`src/rtl/pipelined_adder_if.sv`:
```
// rtl/pipelined_adder_if.sv - operand/result handshake bundle for pipelined_adder; ovf present with PIPE_ADD_OVF_EN
interface pipelined_adder_if #(
    parameter int N = 16
);
    logic         in_valid;
    logic         in_ready;
    logic [N-1:0] a0;
    logic [N-1:0] a1;
    logic         ci;
    logic         sub;
    logic         out_valid;
    logic         out_ready;
    logic [N-1:0] sum;
    logic         co;
`ifdef PIPE_ADD_OVF_EN
    logic         ovf;

    modport master (
        output in_valid, a0, a1, ci, sub, out_ready,
        input  in_ready, out_valid, sum, co, ovf
    );
    modport slave (
        input  in_valid, a0, a1, ci, sub, out_ready,
        output in_ready, out_valid, sum, co, ovf
    );
`else
    modport master (
        output in_valid, a0, a1, ci, sub, out_ready,
        input  in_ready, out_valid, sum, co
    );
    modport slave (
        input  in_valid, a0, a1, ci, sub, out_ready,
        output in_ready, out_valid, sum, co
    );
`endif
endinterface

```
`src/rtl/pipelined_adder.sv`:
```
// rtl/pipelined_adder.sv - N-bit add/sub with carry chain split over STAGES registered chunks; PIPE_ADD_OVF_EN adds signed overflow
module pipelined_adder #(
    parameter int N      = 16,
    parameter int STAGES = 4
) (
    input  logic              clk,
    input  logic              rst,
    pipelined_adder_if.slave  bus
);
    localparam int CHUNK = N / STAGES;

    if (STAGES < 1 || (N % STAGES) != 0) begin : g_bad_cfg
        $error("pipelined_adder: N must be a multiple of STAGES");
    end

    // en[STAGES] is the downstream accept; each stage may load when empty or when the one after it moves
    logic [STAGES:0] en;
    assign en[STAGES]   = bus.out_ready;
    assign bus.in_ready = en[0];

    for (genvar k = 0; k < STAGES; k++) begin : g_stage
        localparam int YIN = N - k * CHUNK;

        logic [N-1:0]     x_in;
        logic [N-1:0]     x_d;
        logic [N-1:0]     x_q;
        logic [YIN-1:0]   y_in;
        logic             c_in;
        logic             v_in;
        logic [CHUNK-1:0] s_d;
        logic             c_d;
        logic             c_q;
        logic             v_q;

        if (k == 0) begin : g_first
            assign x_in = bus.a0;
            assign y_in = bus.a1 ^ {N{bus.sub}};
            assign c_in = bus.ci ^ bus.sub;
            assign v_in = bus.in_valid;
        end else begin : g_next
            assign x_in = g_stage[k-1].x_q;
            assign y_in = g_stage[k-1].g_fwd.y_q;
            assign c_in = g_stage[k-1].c_q;
            assign v_in = g_stage[k-1].v_q;
        end

        assign {c_d, s_d} = {1'b0, x_in[k*CHUNK +: CHUNK]}
                          + {1'b0, y_in[CHUNK-1:0]}
                          + {{CHUNK{1'b0}}, c_in};

        // x carries finished sum chunks below k and untouched a0 chunks above
        always_comb begin
            x_d = x_in;
            x_d[k*CHUNK +: CHUNK] = s_d;
        end

        assign en[k] = !v_q | en[k+1];

        always_ff @(posedge clk) begin
            if (rst) begin
                v_q <= 1'b0;
                x_q <= '0;
                c_q <= 1'b0;
            end else if (en[k]) begin
                v_q <= v_in;
                if (v_in) begin
                    x_q <= x_d;
                    c_q <= c_d;
                end
            end
        end

        if (k < STAGES - 1) begin : g_fwd
            // only the not-yet-added upper chunks of b travel on
            logic [YIN-CHUNK-1:0] y_q;

            always_ff @(posedge clk) begin
                if (rst) begin
                    y_q <= '0;
                end else if (en[k] && v_in) begin
                    y_q <= y_in[YIN-1:CHUNK];
                end
            end
        end else begin : g_last
            assign bus.out_valid = v_q;
            assign bus.sum       = x_q;
            assign bus.co        = c_q;
`ifdef PIPE_ADD_OVF_EN
            logic ovf_d;
            logic ovf_q;

            // carry into the MSB is recovered from the MSB sum bit
            assign ovf_d = x_in[N-1] ^ y_in[CHUNK-1] ^ s_d[CHUNK-1] ^ c_d;

            always_ff @(posedge clk) begin
                if (rst) begin
                    ovf_q <= 1'b0;
                end else if (en[k] && v_in) begin
                    ovf_q <= ovf_d;
                end
            end

            assign bus.ovf = ovf_q;
`endif
        end
    end
endmodule
```
`src/flat_wrapper.sv`:
```
// flat-port wrapper written by rule: the top's interface ports become plain ports
module pipelined_adder_flat 
#(
    parameter int N      = 16,
    parameter int STAGES = 4
)
  (clk, rst, bus_in_valid, bus_a0, bus_a1, bus_ci, bus_sub, bus_out_ready, bus_in_ready, bus_out_valid, bus_sum, bus_co);
  pipelined_adder_if #(.N(N)) bus_i ();
  input  logic clk;
  input  logic rst;
  input wire logic [$bits(bus_i.in_valid)-1:0] bus_in_valid;
  input wire logic [$bits(bus_i.a0)-1:0] bus_a0;
  input wire logic [$bits(bus_i.a1)-1:0] bus_a1;
  input wire logic [$bits(bus_i.ci)-1:0] bus_ci;
  input wire logic [$bits(bus_i.sub)-1:0] bus_sub;
  input wire logic [$bits(bus_i.out_ready)-1:0] bus_out_ready;
  output wire logic [$bits(bus_i.in_ready)-1:0] bus_in_ready;
  output wire logic [$bits(bus_i.out_valid)-1:0] bus_out_valid;
  output wire logic [$bits(bus_i.sum)-1:0] bus_sum;
  output wire logic [$bits(bus_i.co)-1:0] bus_co;
  assign bus_i.in_valid = bus_in_valid;
  assign bus_i.a0 = bus_a0;
  assign bus_i.a1 = bus_a1;
  assign bus_i.ci = bus_ci;
  assign bus_i.sub = bus_sub;
  assign bus_i.out_ready = bus_out_ready;
  assign bus_in_ready = bus_i.in_ready;
  assign bus_out_valid = bus_i.out_valid;
  assign bus_sum = bus_i.sum;
  assign bus_co = bus_i.co;
  pipelined_adder #(.N(N), .STAGES(STAGES)) u_core (.clk(clk), .rst(rst), .bus(bus_i));
endmodule
```
`config.mk`:
```
export PLATFORM = sky130hd
export DESIGN_NAME = pipelined_adder_flat
export DESIGN_NICKNAME = d
export VERILOG_FILES = /design/src/rtl/pipelined_adder_if.sv /design/src/rtl/pipelined_adder.sv /design/src/flat_wrapper.sv
export SDC_FILE = /design/constraint.sdc
export NUM_CORES = 1
export LEC_CHECK = 0
export ABC_AREA = 1
export BUFFER_PORTS_ARGS = -buffer_cell sky130_fd_sc_hd__buf_2
export CORE_MARGIN = 2
export CORE_UTILIZATION = 52
export CTS_CLUSTER_DIAMETER = 100
export DETAILED_ROUTE_END_ITERATION = 16
export PLACE_DENSITY = 0.76
export SLEW_MARGIN = 15
export SYNTH_ARGS = -nofsm -noshare
export SYNTH_HDL_FRONTEND = slang
export SYNTH_SLANG_ARGS = --single-unit
```
`constraint.sdc`:
```
create_clock -name clk -period 1.9 [get_ports clk]
set_input_delay 0.19 -clock clk [delete_from_list [all_inputs] [get_ports clk]]
set_output_delay 0.19 -clock clk [all_outputs]
set_load 0.02 [all_outputs]
```
## Word level (Yosys, flattened, before mapping)

Index checks and enable logic that the tools add are counted.

| cells by class | value |
|---|---|
| add/sub/neg operators | 8 |
| bitwise gates (word level) | 6 |
| reductions and logical operators | 11 |

Operators by type and width:

| operator | count |
|---|---|
| adder 4 x 4 -> 5 bit | 4 |
| adder 5 x 1 -> 5 bit | 4 |
| bitwise XOR 16 bit | 1 |
| AND reduction 2 bit | 4 |
| zero test 1 bit | 4 |
| OR 1 bit | 4 |
| logical AND 1 bit | 3 |
| bitwise XOR 1 bit | 1 |

| storage, ports and cells | value |
|---|---|
| register bits | 96 |
| input port bits | 38 |
| output and inout port bits | 19 |
| logic and storage cells | 40 |

## Depth between registers and ports, before layout

Gate-level depths: netlist of run 1.

| logic depth | value |
|---|---|
| depth in word-level cells | 6 |
| gate-level depth with buffers | 11 |
| depth with buffers taken out | 9 |

## Least setup slack after synthesis of run 1

OpenSTA, ideal clock, no wires.

| timing path | value |
|---|---|
| path kind | in2reg |
| start point | in bus_sub |
| end point | reg u_core.g_stage[0].x_q[1] |
| library setup time | 115 ps |
| data arrival time | 1765 ps |
| required time | 1785 ps |
| setup slack | 20 ps |
| stages | 9 |
| path buffers | 2 |
| cell sequence | buf_4 -> buf_4 -> xnor2_1 -> fa_1 -> inv_1 -> fa_1 -> nand3b_1 -> nand2_1 -> nor2_1 |

| between the ends | value |
|---|---|
| cells in the longest elaborated chain, start to end | 3 |
| elaborated cells on any way between the ends | 4 |
| classes of those cells | add/sub: 2; bitwise: 2 |

RTL lines:

| element | line | source |
|---|---|---|
| from (decl) | flat_wrapper.sv:15 | `input wire logic [$bits(bus_i.sub)-1:0] bus_sub;` |
| bitwise XOR 16 bit | pipelined_adder.sv:37 | `assign y_in = bus.a1 ^ {N{bus.sub}};` |
| adder 4 x 4 -> 5 bit | pipelined_adder.sv:48 | `+ {1'b0, y_in[CHUNK-1:0]}` |
| adder 5 x 1 -> 5 bit * | pipelined_adder.sv:49 | `+ {{CHUNK{1'b0}}, c_in};` |
| named net u_core.g_stage[0].s_d[1] | pipelined_adder.sv:30 | `logic [CHUNK-1:0] s_d;` |
| to (signal assigned) | pipelined_adder.sv:62 | `x_q <= '0;` |
| to (signal assigned) | pipelined_adder.sv:67 | `x_q <= x_d;` |
| to (decl) | pipelined_adder.sv:26 | `logic [N-1:0] x_q;` |

Mark *: on every way through the listed nets, which the timed path passes. The rest lies on a longest branch.
A chain may end at the register's enable or synchronous reset.

## Worst setup path after layout of run 1

| timing path | value |
|---|---|
| start point | reg u_core.g_stage[3].v_q, in the netlist u_core.bus.out_valid |
| end point | out bus_in_ready |

| between the ends | value |
|---|---|
| cells in the longest elaborated chain, start to end | 5 |

RTL lines:

| element | line | source |
|---|---|---|
| from (decl) | pipelined_adder.sv:33 | `logic v_q;` |
| from (signal assigned) | pipelined_adder.sv:65 | `v_q <= v_in;` |
| zero test 1 bit | pipelined_adder.sv:57 | `assign en[k] = !v_q \| en[k+1];` |
| OR 1 bit (4 in a row) | pipelined_adder.sv:57 |  |
| to (decl) | flat_wrapper.sv:17 | `output wire logic [$bits(bus_i.in_ready)-1:0] bus_in_ready;` |

No other way between the ends.

==> flow_metrics.tcl, run 1 <==
set metrics [dict create \
    area_growth_pct 14.2 \
    io_buffer_count 56 \
    syn-cell-area_sq_um 4220 \
    cts_setup_buffers 0 \
    grt_usage_pct 19.2 \
    period_needed_ps 1800 \
    crit_fanout 59 \
    fin_tns_setup_ps 0 \
    rows 32 \
    yosys_warnings 0 \
    power.switching_mw 1.05 \
    drt_first_pass_iters 5 \
    gr-total-overflow 0 \
    grt_pass1_wl_microns 13800 \
    cts_tree "built" \
    synth_top_area_share_pct 45.5 \
    grt_pass1_vias 3230 \
    ant_nets 0 \
    final_max_slew_viol_count 0 \
    cts-root-buf "clkbuf_8" \
    r2r_slack_ps 130 \
    clock.fmax_mhz 555 \
    hpwl_microns 5480 \
    combPwrFrac_pct 12.5 \
    worstSetupStartpointType "flip-flop" \
    reg2reg_from "u_core.g_stage[2].g_fwd.y_q[0]" \
    netlist_top_cells_area "dfxtp_1, nor2_1, a21oi_1" \
    layout_common_cells "nor2_1, dfxtp_1, buf_2, a21oi_1, nand2_1" \
    cts_resized 0 \
    final_cells 693 \
    p_leak_nw 2.18 \
    drc_errors 0 \
    hold_viol 0 \
    crit_end "bus_in_ready" \
    slew_headroom_pct 62.6 \
    drtIter0Drc 117 \
    synth_nets 603 \
    yosys.area.top_type "dfxtp_1" \
    die_w_microns 94.1 \
    die_area_sq_um 8860 \
    io_pins 57 \
    clkPwrFrac_pct 38.2 \
    synth_cells 545 \
    worstHoldPathType "in -> reg" \
    drv_cap 0 \
    ys_ff_latch 96 \
    avgSynthCellArea_sq_um 7.75 \
    synthFlopType "dfxtp_1" \
    start_util_pct 54.1 \
    r2r-end "u_core.bus.co" \
    setup_viol 0 \
    cts_buffer_depth 2 \
    crit_arrival_ps 1610 \
    gp_congestion 0.761 \
    worstMarginPinSlew_ps 561 \
    fp.dieH_microns 94.1 \
    synth_edf_count 0 \
    routed_wl_microns 7810 \
    rr_worst_depth 8 \
    cts_made_buffers 9 \
    synth.distinct_cells 24 \
    crit_type "reg -> out" \
    ir_drop_v 0.000426 \
    avgRoutedWirePerCell_microns 11.3 \
    critPathRequiredTime_ps 1710 \
    drive_gt1_share_pct 14.9 \
    cp-startpoint "u_core.bus.out_valid" \
    powerDensity_nw_per_um2 925 \
    min-delay-start "bus_a0[12]" \
    outcome "complete, no violations" \
    cts_htree_levels 3 \
    hold_buffers 0 \
    n_antenna_cell 0 \
    antenna_found_initial 0 \
    clock-sinks 96 \
    swShare_pct 23.4 \
    internal_power_mw 3.41 \
    async_reset_ff_share_pct 0 \
    final_common_cell "nor2_1" \
    grt_max_degree 73 \
    core-area_sq_um 7810 \
    place_inst 677 \
    synth-seq-area-share_pct 45.5 \
    clk_pin_slew_worst_paths_ps 90 \
    finClkSkew_ps 6.74 \
    nNetsFinal 644 \
    insertion_delay_ps 350 \
    finalCritPeriodShare_pct 94.8 \
    vias 3409 \
    viasPerCell 4.92 \
    rsz0062_at_grt "no" \
    p_seq_share_pct 49.3 \
    end_kind "output port" \
]
cell families (layout without fill, tap and decap cells):
logic type	after synthesis	in the layout	share of synthesized area (%)
flip-flops	96	96	45.5
XOR/XNOR	20	20	4.15
adder cells (fa/ha/maj)	20	20	7.35
buffers and inverters	63	109	6.43
AO/OA/AOI/OAI	113	113	13.4
AND/OR/NAND/NOR	233	233	23.2
layer usage:
metal  part of all wire [%]  up-vias  track usage, %  wire length, microns
met3                    3.8       11            3.13                   297
met1                     50     1489            24.6                  3880
met5                      0        -               0                     0
met4                    1.8        0            8.21                   142
met2                     45       71            32.0                  3490
li1                       -     1838               -                     -
synthesized netlist by cell type, drive strengths merged, types with 5 or more instances:
library cell / instances
ha: 12
fa: 8
o21ai: 59
xor2: 5
inv: 28
clkbuf: 13
nand3: 24
nand3b: 14
xnor2: 15
nand2: 56
buf: 21
nor2: 137
a21oi: 54
dfxtp: 96
how the worst min path moves through the flow:
stage / end / cells past startpoint
finish: u_core.g_stage[0].x_q[12] / 4
detailed placement: u_core.g_stage[0].x_q[15] / 2
CTS: u_core.g_stage[0].x_q[6] / 4
global placement: u_core.g_stage[1].x_q[6] / 2
global route: u_core.g_stage[0].x_q[14] / 4
floorplan: u_core.bus.out_valid / 3
final cells by class:
cell class              instances  area [sq um]
clock buffers                  11           141
clock inverters                 5           128
flip-flops and latches         96          1920
fillers                       732          2980
well taps                     102           128
inverters                      29           109
multi-input cells             386          2030
repair buffers                 64           365
critical path: stages, from the launching register on:
cell and delay (ps):
dfxtp_1 340, inv_2 70, nor2_4 40, nand4_2 60, buf_4 470, buf_2 270
power by group through the flow:
stage,registers [mW],logic [mW],clock network [mW]
2_1_floorplan,2.24,0.406,0
3_5_place_dp,2.24,0.558,0
4_1_cts,2.20,0.561,1.74
5_1_grt,2.21,0.652,1.81
3_3_place_gp,2.24,0.533,0
6_report,2.20,0.556,1.71
sequential cells by signal, indices dropped and copies added (netlist names):
| signal | cells |
|---|---|
| u_core.bus.sum | 16 |
| u_core.bus.out_valid | 1 |
| u_core.g_stage.v_q | 3 |
| u_core.g_stage.x_q | 48 |
| u_core.g_stage.c_q | 3 |
| u_core.bus.co | 1 |
| u_core.g_stage.g_fwd.y_q | 24 |
stage by stage:
stage	setup WS, ps	area (sq um)	util [%]	hold slack [ps]	power [mW]
final	99.3	4820	61.8	133	4.46
after global routing	8.43	4820	61.8	138	4.68
after CTS	90.0	4820	61.8	119	4.50
after detailed placement	145	4550	58.3	464	2.80
after global placement	185	4550	58.3	456	2.77
after floorplan	20.2	4220	-	375	2.65
Note: power is estimated with default switching activity, not from simulation.
==> run 2: changes to the inputs <==
--- a/config.mk
+++ b/config.mk
@@ -11,7 +11,7 @@
 export CORE_UTILIZATION = 52
 export CTS_CLUSTER_DIAMETER = 100
 export DETAILED_ROUTE_END_ITERATION = 16
-export PLACE_DENSITY = 0.76
+export PLACE_DENSITY = 0.83
 export SLEW_MARGIN = 15
 export SYNTH_ARGS = -nofsm -noshare
 export SYNTH_HDL_FRONTEND = slang
==> run 2 against run 1 <==
  * Critical endpoint unchanged
  * First-iteration DRC count fell by 9.4%
  * Sequential share of layout area rose by 0.57 points
  * Non-clock buffer count did not move
  * Largest cell class unchanged
==> flow_metrics.tcl, run 2 (synthesis gave the netlist of run 1 again) <==
set metrics [dict create \
    vias 3437 \
    worstHoldPathType "in -> reg" \
    critPathRequiredTime_ps 1710 \
    rows 32 \
    r2r_slack_ps 130 \
    slew_headroom_pct 64.0 \
    reg2reg_from "u_core.g_stage[2].g_fwd.y_q[0]" \
    grt_max_degree 75 \
    cts-root-buf "clkbuf_8" \
    viasPerCell 4.97 \
    gr-total-overflow 0 \
    clock-sinks 96 \
    crit_arrival_ps 1590 \
    clock.fmax_mhz 562 \
    finalCritPeriodShare_pct 93.6 \
    hold_viol 0 \
    end_kind "output port" \
    drtIter0Drc 106 \
    routed_wl_microns 7770 \
    hold_buffers 0 \
    grt_pass1_vias 3314 \
    crit_fanout 59 \
    largest_register_ffs 48 \
    clk_pin_slew_worst_paths_ps 80 \
    rr_worst_depth 8 \
    drc_errors 0 \
    holdPathStages 4 \
    cts_made_buffers 9 \
    top_register "u_core.g_stage.x_q" \
    die_area_sq_um 8860 \
    drive_gt1_share_pct 15.3 \
    cts_htree_levels 3 \
    p_leak_nw 2.14 \
    avgRoutedWirePerCell_microns 11.2 \
    period_needed_ps 1780 \
    nNetsFinal 644 \
    hold_end "u_core.g_stage[0].x_q[14]" \
    setup_viol 0 \
    ir_drop_v 0.000470 \
    core-area_sq_um 7810 \
    io_pins 57 \
    start_util_pct 54.1 \
    r2r-end "u_core.bus.co" \
    io_buffer_count 56 \
    drt_first_pass_iters 5 \
    gp_congestion 0.761 \
    area_growth_pct 12.6 \
    layout_common_cells "nor2_1, dfxtp_1, buf_2, a21oi_1, nand2_1" \
    min-delay-start "bus_a0[14]" \
    worstMarginPinSlew_ps 541 \
    final_cells 692 \
    cts_setup_buffers 0 \
    drv_cap 0 \
    fp.dieH_microns 94.1 \
    cts_tree "built" \
    grt_pass1_wl_microns 13800 \
    insertion_delay_ps 360 \
    finClkSkew_ps 6.45 \
    grt_usage_pct 19.4 \
    crit_type "reg -> out" \
    ant_nets 0 \
    cts_buffer_depth 2 \
    n_antenna_cell 0 \
    powerDensity_nw_per_um2 872 \
    hpwl_microns 5580 \
    place_inst 677 \
    worstSetupStartpointType "flip-flop" \
    die_w_microns 94.1 \
    final_common_cell "nor2_1" \
    final_max_slew_viol_count 0 \
    antenna_found_initial 0 \
    outcome "complete, no violations" \
    fin_tns_setup_ps 0 \
    fillers 709 \
    rsz0062_at_grt "no" \
]
[run 2: cell types whose count changed in the layout (fill, tap and decap cells not counted), sizes merged]
cell      change
clkinv        +2
clkinvlp      +1
clkbuf        -2
bufinv        -2
[run 2: worst max path at each step]
| stage | depth (start not counted) | slack, ps | from | end |
|---|---|---|---|---|
| 6_report | 5 | 120 | u_core.bus.out_valid | bus_in_ready |
| 5_1_grt | 5 | 30 | u_core.bus.out_valid | bus_in_ready |
| 4_1_cts | 8 | 100 | u_core.g_stage[2].g_fwd.y_q[0] | u_core.bus.co |
| 3_5_place_dp | 8 | 120 | bus_sub | u_core.g_stage[0].x_q[1] |
| 3_3_place_gp | 8 | 180 | bus_sub | u_core.g_stage[0].x_q[1] |
| 2_1_floorplan | 9 | 20 | bus_sub | u_core.g_stage[0].x_q[1] |
[run 2: layout make-up]
type                       instances  area (sq um)  area share (%)
multi-input combinational        386          2040            42.8
sequential                        96          1920            40.4
timing repair buffer              64           353            7.42
tap                              102           128            2.68
clock buffer                       9           124            2.60
inverter                          29           109            2.29
clock inverter                     6          85.1            1.79
[run 2: repair_timing]
action / in CTS / in global routing
setup endpoints to repair: 0 / 2
gates resized for setup: 0 / 2
endpoints found under the hold margin: 0 / 0
[run 2: routing by layer]
metal  track usage, %  vias up  wire (microns)  share of wire [%]
met4             9.78        0             168                2.2
met5                0        -               0                  0
met3             2.81       11             340                4.4
li1                 -     1827               -                  -
met2             33.2       86            3530                 45
met1             23.7     1513            3720                 48
[run 2: critical path, cell delays in order (launching register included)]
cell and delay, ps:
dfxtp_1 330, inv_2 70, nor2_4 40, nand4_2 50, buf_4 460, buf_2 270
[run 2: stage by stage]
step	power [mW]	utilization (%)	hold slack [ps]	setup slack [ps]	cell area, sq um
after detailed placement	2.80	58.2	466	120	4540
after global routing	4.35	60.9	142	32.0	4760
after CTS	4.18	60.8	116	103	4750
after floorplan	2.65	-	375	20.2	4220
final	4.15	60.9	126	121	4760
after global placement	2.77	58.2	453	181	4540
[run 2: report_power, final]
group / internal [mW] / switching, mW
Sequential: 2.13 / 0.0684
Combinational: 0.237 / 0.316
Clock: 0.728 / 0.663
==> run 3: changes to the inputs <==
--- a/config.mk
+++ b/config.mk
@@ -11,7 +11,7 @@
 export CORE_UTILIZATION = 52
 export CTS_CLUSTER_DIAMETER = 100
 export DETAILED_ROUTE_END_ITERATION = 16
-export PLACE_DENSITY = 0.83
+export PLACE_DENSITY = 0.73
 export SLEW_MARGIN = 15
 export SYNTH_ARGS = -nofsm -noshare
 export SYNTH_HDL_FRONTEND = slang
==> run 3 against run 2 <==
  * Clock skew up 6.6 ps
  * Clock power is 3% higher
  * Non-clock buffer count grew 1
  * Count of clock-buffer cells in the layout increased by 1
  * Maximum frequency shrank 0.61%
  * Critical path depth unchanged
  * Power up 0.74%
  * Sequential share of layout area fell by 0.24 points
  * First-iteration DRC count down 37%
  * Combinational power hardly changed
  * Largest power group unchanged
==> flow_metrics.tcl, run 3 (synthesis gave the netlist of run 1 again) <==
set metrics [dict create \
    outcome "complete, no violations" \
    rr_worst_depth 8 \
    nNetsFinal 645 \
    core-area_sq_um 7810 \
    worstHoldPathType "in -> reg" \
    largest_register_ffs 48 \
    dpl_cell_area_sq_um 4560 \
    clk_pin_slew_worst_paths_ps 90 \
    hpwl_microns 5190 \
    register_area_sq_um 1920 \
    gr-total-overflow 0 \
    ir_drop_v 0.000320 \
    clock.fmax_mhz 559 \
    cts_htree_levels 3 \
    finalPower_mw 4.18 \
    die_w_microns 94.1 \
    finClkSkew_ps 13.1 \
    cpPeakStageDelay_ps 460 \
    cts_tree "built" \
    area_growth_pct 13.3 \
    stdcell_area_sq_um 4780 \
    insertion_delay_ps 360 \
    setup_viol 0 \
    power.switching_mw 1.03 \
    slew_headroom_pct 63.1 \
    drtIter0Drc 67 \
    combPwrFrac_pct 13.2 \
    viasPerCell 4.84 \
    final_common_cell "nor2_1" \
    period_needed_ps 1790 \
    crit_chain "inv_2, nor2_4, nand4_2, buf_4, buf_2" \
    swShare_pct 24.8 \
    end_kind "output port" \
    cts-root-buf "clkbuf_8" \
    multi_input_area_sq_um 2030 \
    critPathBufInv 3 \
    drv_cap 0 \
    grt_pass1_wl_microns 13100 \
    worstSetupStartpointType "flip-flop" \
    worstMarginPinSlew_ps 553 \
    drc_errors 0 \
    p_leak_nw 2.17 \
    io_pins 57 \
    drt_first_pass_iters 4 \
    crit_type "reg -> out" \
    powerDensity_nw_per_um2 873 \
    cts_made_buffers 9 \
    crit_fanout 59 \
    drive_gt1_share_pct 15.4 \
    antenna_found_initial 0 \
    ant_nets 0 \
    grt_usage_pct 18.4 \
    clock-sinks 96 \
    clkPwrFrac_pct 34.2 \
    layout_common_cells "nor2_1, dfxtp_1, buf_2, a21oi_1, nand2_1" \
    top_register "u_core.g_stage.x_q" \
    start_util_pct 54.1 \
    cpMaxStageDelayCell "buf_4" \
    fp.dieH_microns 94.1 \
    critPathTopFamily "buffers and inverters" \
    rows 32 \
    n_antenna_cell 0 \
    die_area_sq_um 8860 \
    rsz0062_at_grt "no" \
    fin_tns_setup_ps 0 \
    avgRoutedWirePerCell_microns 10.8 \
    grt_max_degree 60 \
    finalCritPeriodShare_pct 94.2 \
    grt_pass1_vias 3040 \
    critPathRequiredTime_ps 1710 \
    final_max_slew_viol_count 0 \
    routed_wl_microns 7460 \
    crit_arrival_ps 1600 \
    fillers 725 \
    p_seq_share_pct 52.6 \
    internal_power_mw 3.14 \
    cp_num_cells 5 \
    holdPathStages 4 \
    io_buffer_count 56 \
    cts_buffer_depth 2 \
    hold_viol 0 \
    hold_buffers 0 \
    cts_setup_buffers 0 \
    gp_congestion 0.752 \
    vias 3360 \
]
[run 3: final cells by class]
type | instances | share of cell area, %
Clock buffer | 10 | 2.88
Clock inverter | 6 | 1.73
Inverter | 29 | 2.28
Multi-Input combinational cell | 386 | 42.5
Sequential cell | 96 | 40.2
Tap cell | 102 | 2.67
Timing Repair Buffer | 65 | 7.79
[run 3: per-stage QoR]
| stage | hold slack [ps] | std cells | setup slack [ps] | util (%) |
|---|---|---|---|---|
| 6_report | 126 | 694 | 111 | 61.3 |
| 5_1_grt | 129 | 694 | 15.3 | 61.3 |
| 4_1_cts | 118 | 694 | 87.0 | 61.3 |
| 2_1_floorplan | 375 | 545 | 20.2 | - |
| 3_3_place_gp | 455 | 678 | 179 | 58.4 |
| 3_5_place_dp | 464 | 678 | 111 | 58.4 |
[run 3: path summary, 6_finish.rpt]
kind / startpoint / end / slack (ps)
worst min-delay path: bus_a0[7] / u_core.g_stage[0].x_q[7] / 130
worst max-delay path: u_core.bus.out_valid / bus_in_ready / 110
worst max register to register: u_core.g_stage[2].g_fwd.y_q[0] / u_core.bus.co / 150
worst min register to register: u_core.g_stage[2].x_q[0] / u_core.g_stage[2].x_q[0] / 480
[run 3: power groups by stage]
stage	clock network (mW)	registers (mW)	logic [mW]
after floorplan	0	2.24	0.406
after global placement	0	2.24	0.538
after detailed placement	0	2.24	0.553
after CTS	1.47	2.20	0.557
after global routing	1.56	2.21	0.644
final	1.43	2.20	0.552
[run 3: timing repair]
item                                    CTS  global route
endpoints found under the setup margin    0             1
endpoints found under the hold margin     0             0
resized for setup                         0             1
[run 3: per-layer routing]
| metal | global-route usage [%] | up-vias | routed length [microns] |
|---|---|---|---|
| met1 | 24.4 | 1447 | 3870 |
| met2 | 28.8 | 68 | 3140 |
| met3 | 3.85 | 10 | 313 |
| met4 | 8.57 | 0 | 143 |
| li1 | - | 1835 | - |
| met5 | 0 | - | 0 |
[run 3: worst min-delay path, cell delays in order]
cell      delay [ps]
buf_2             70
nand3b_1          90
nand2_1           40
nor2_1            70
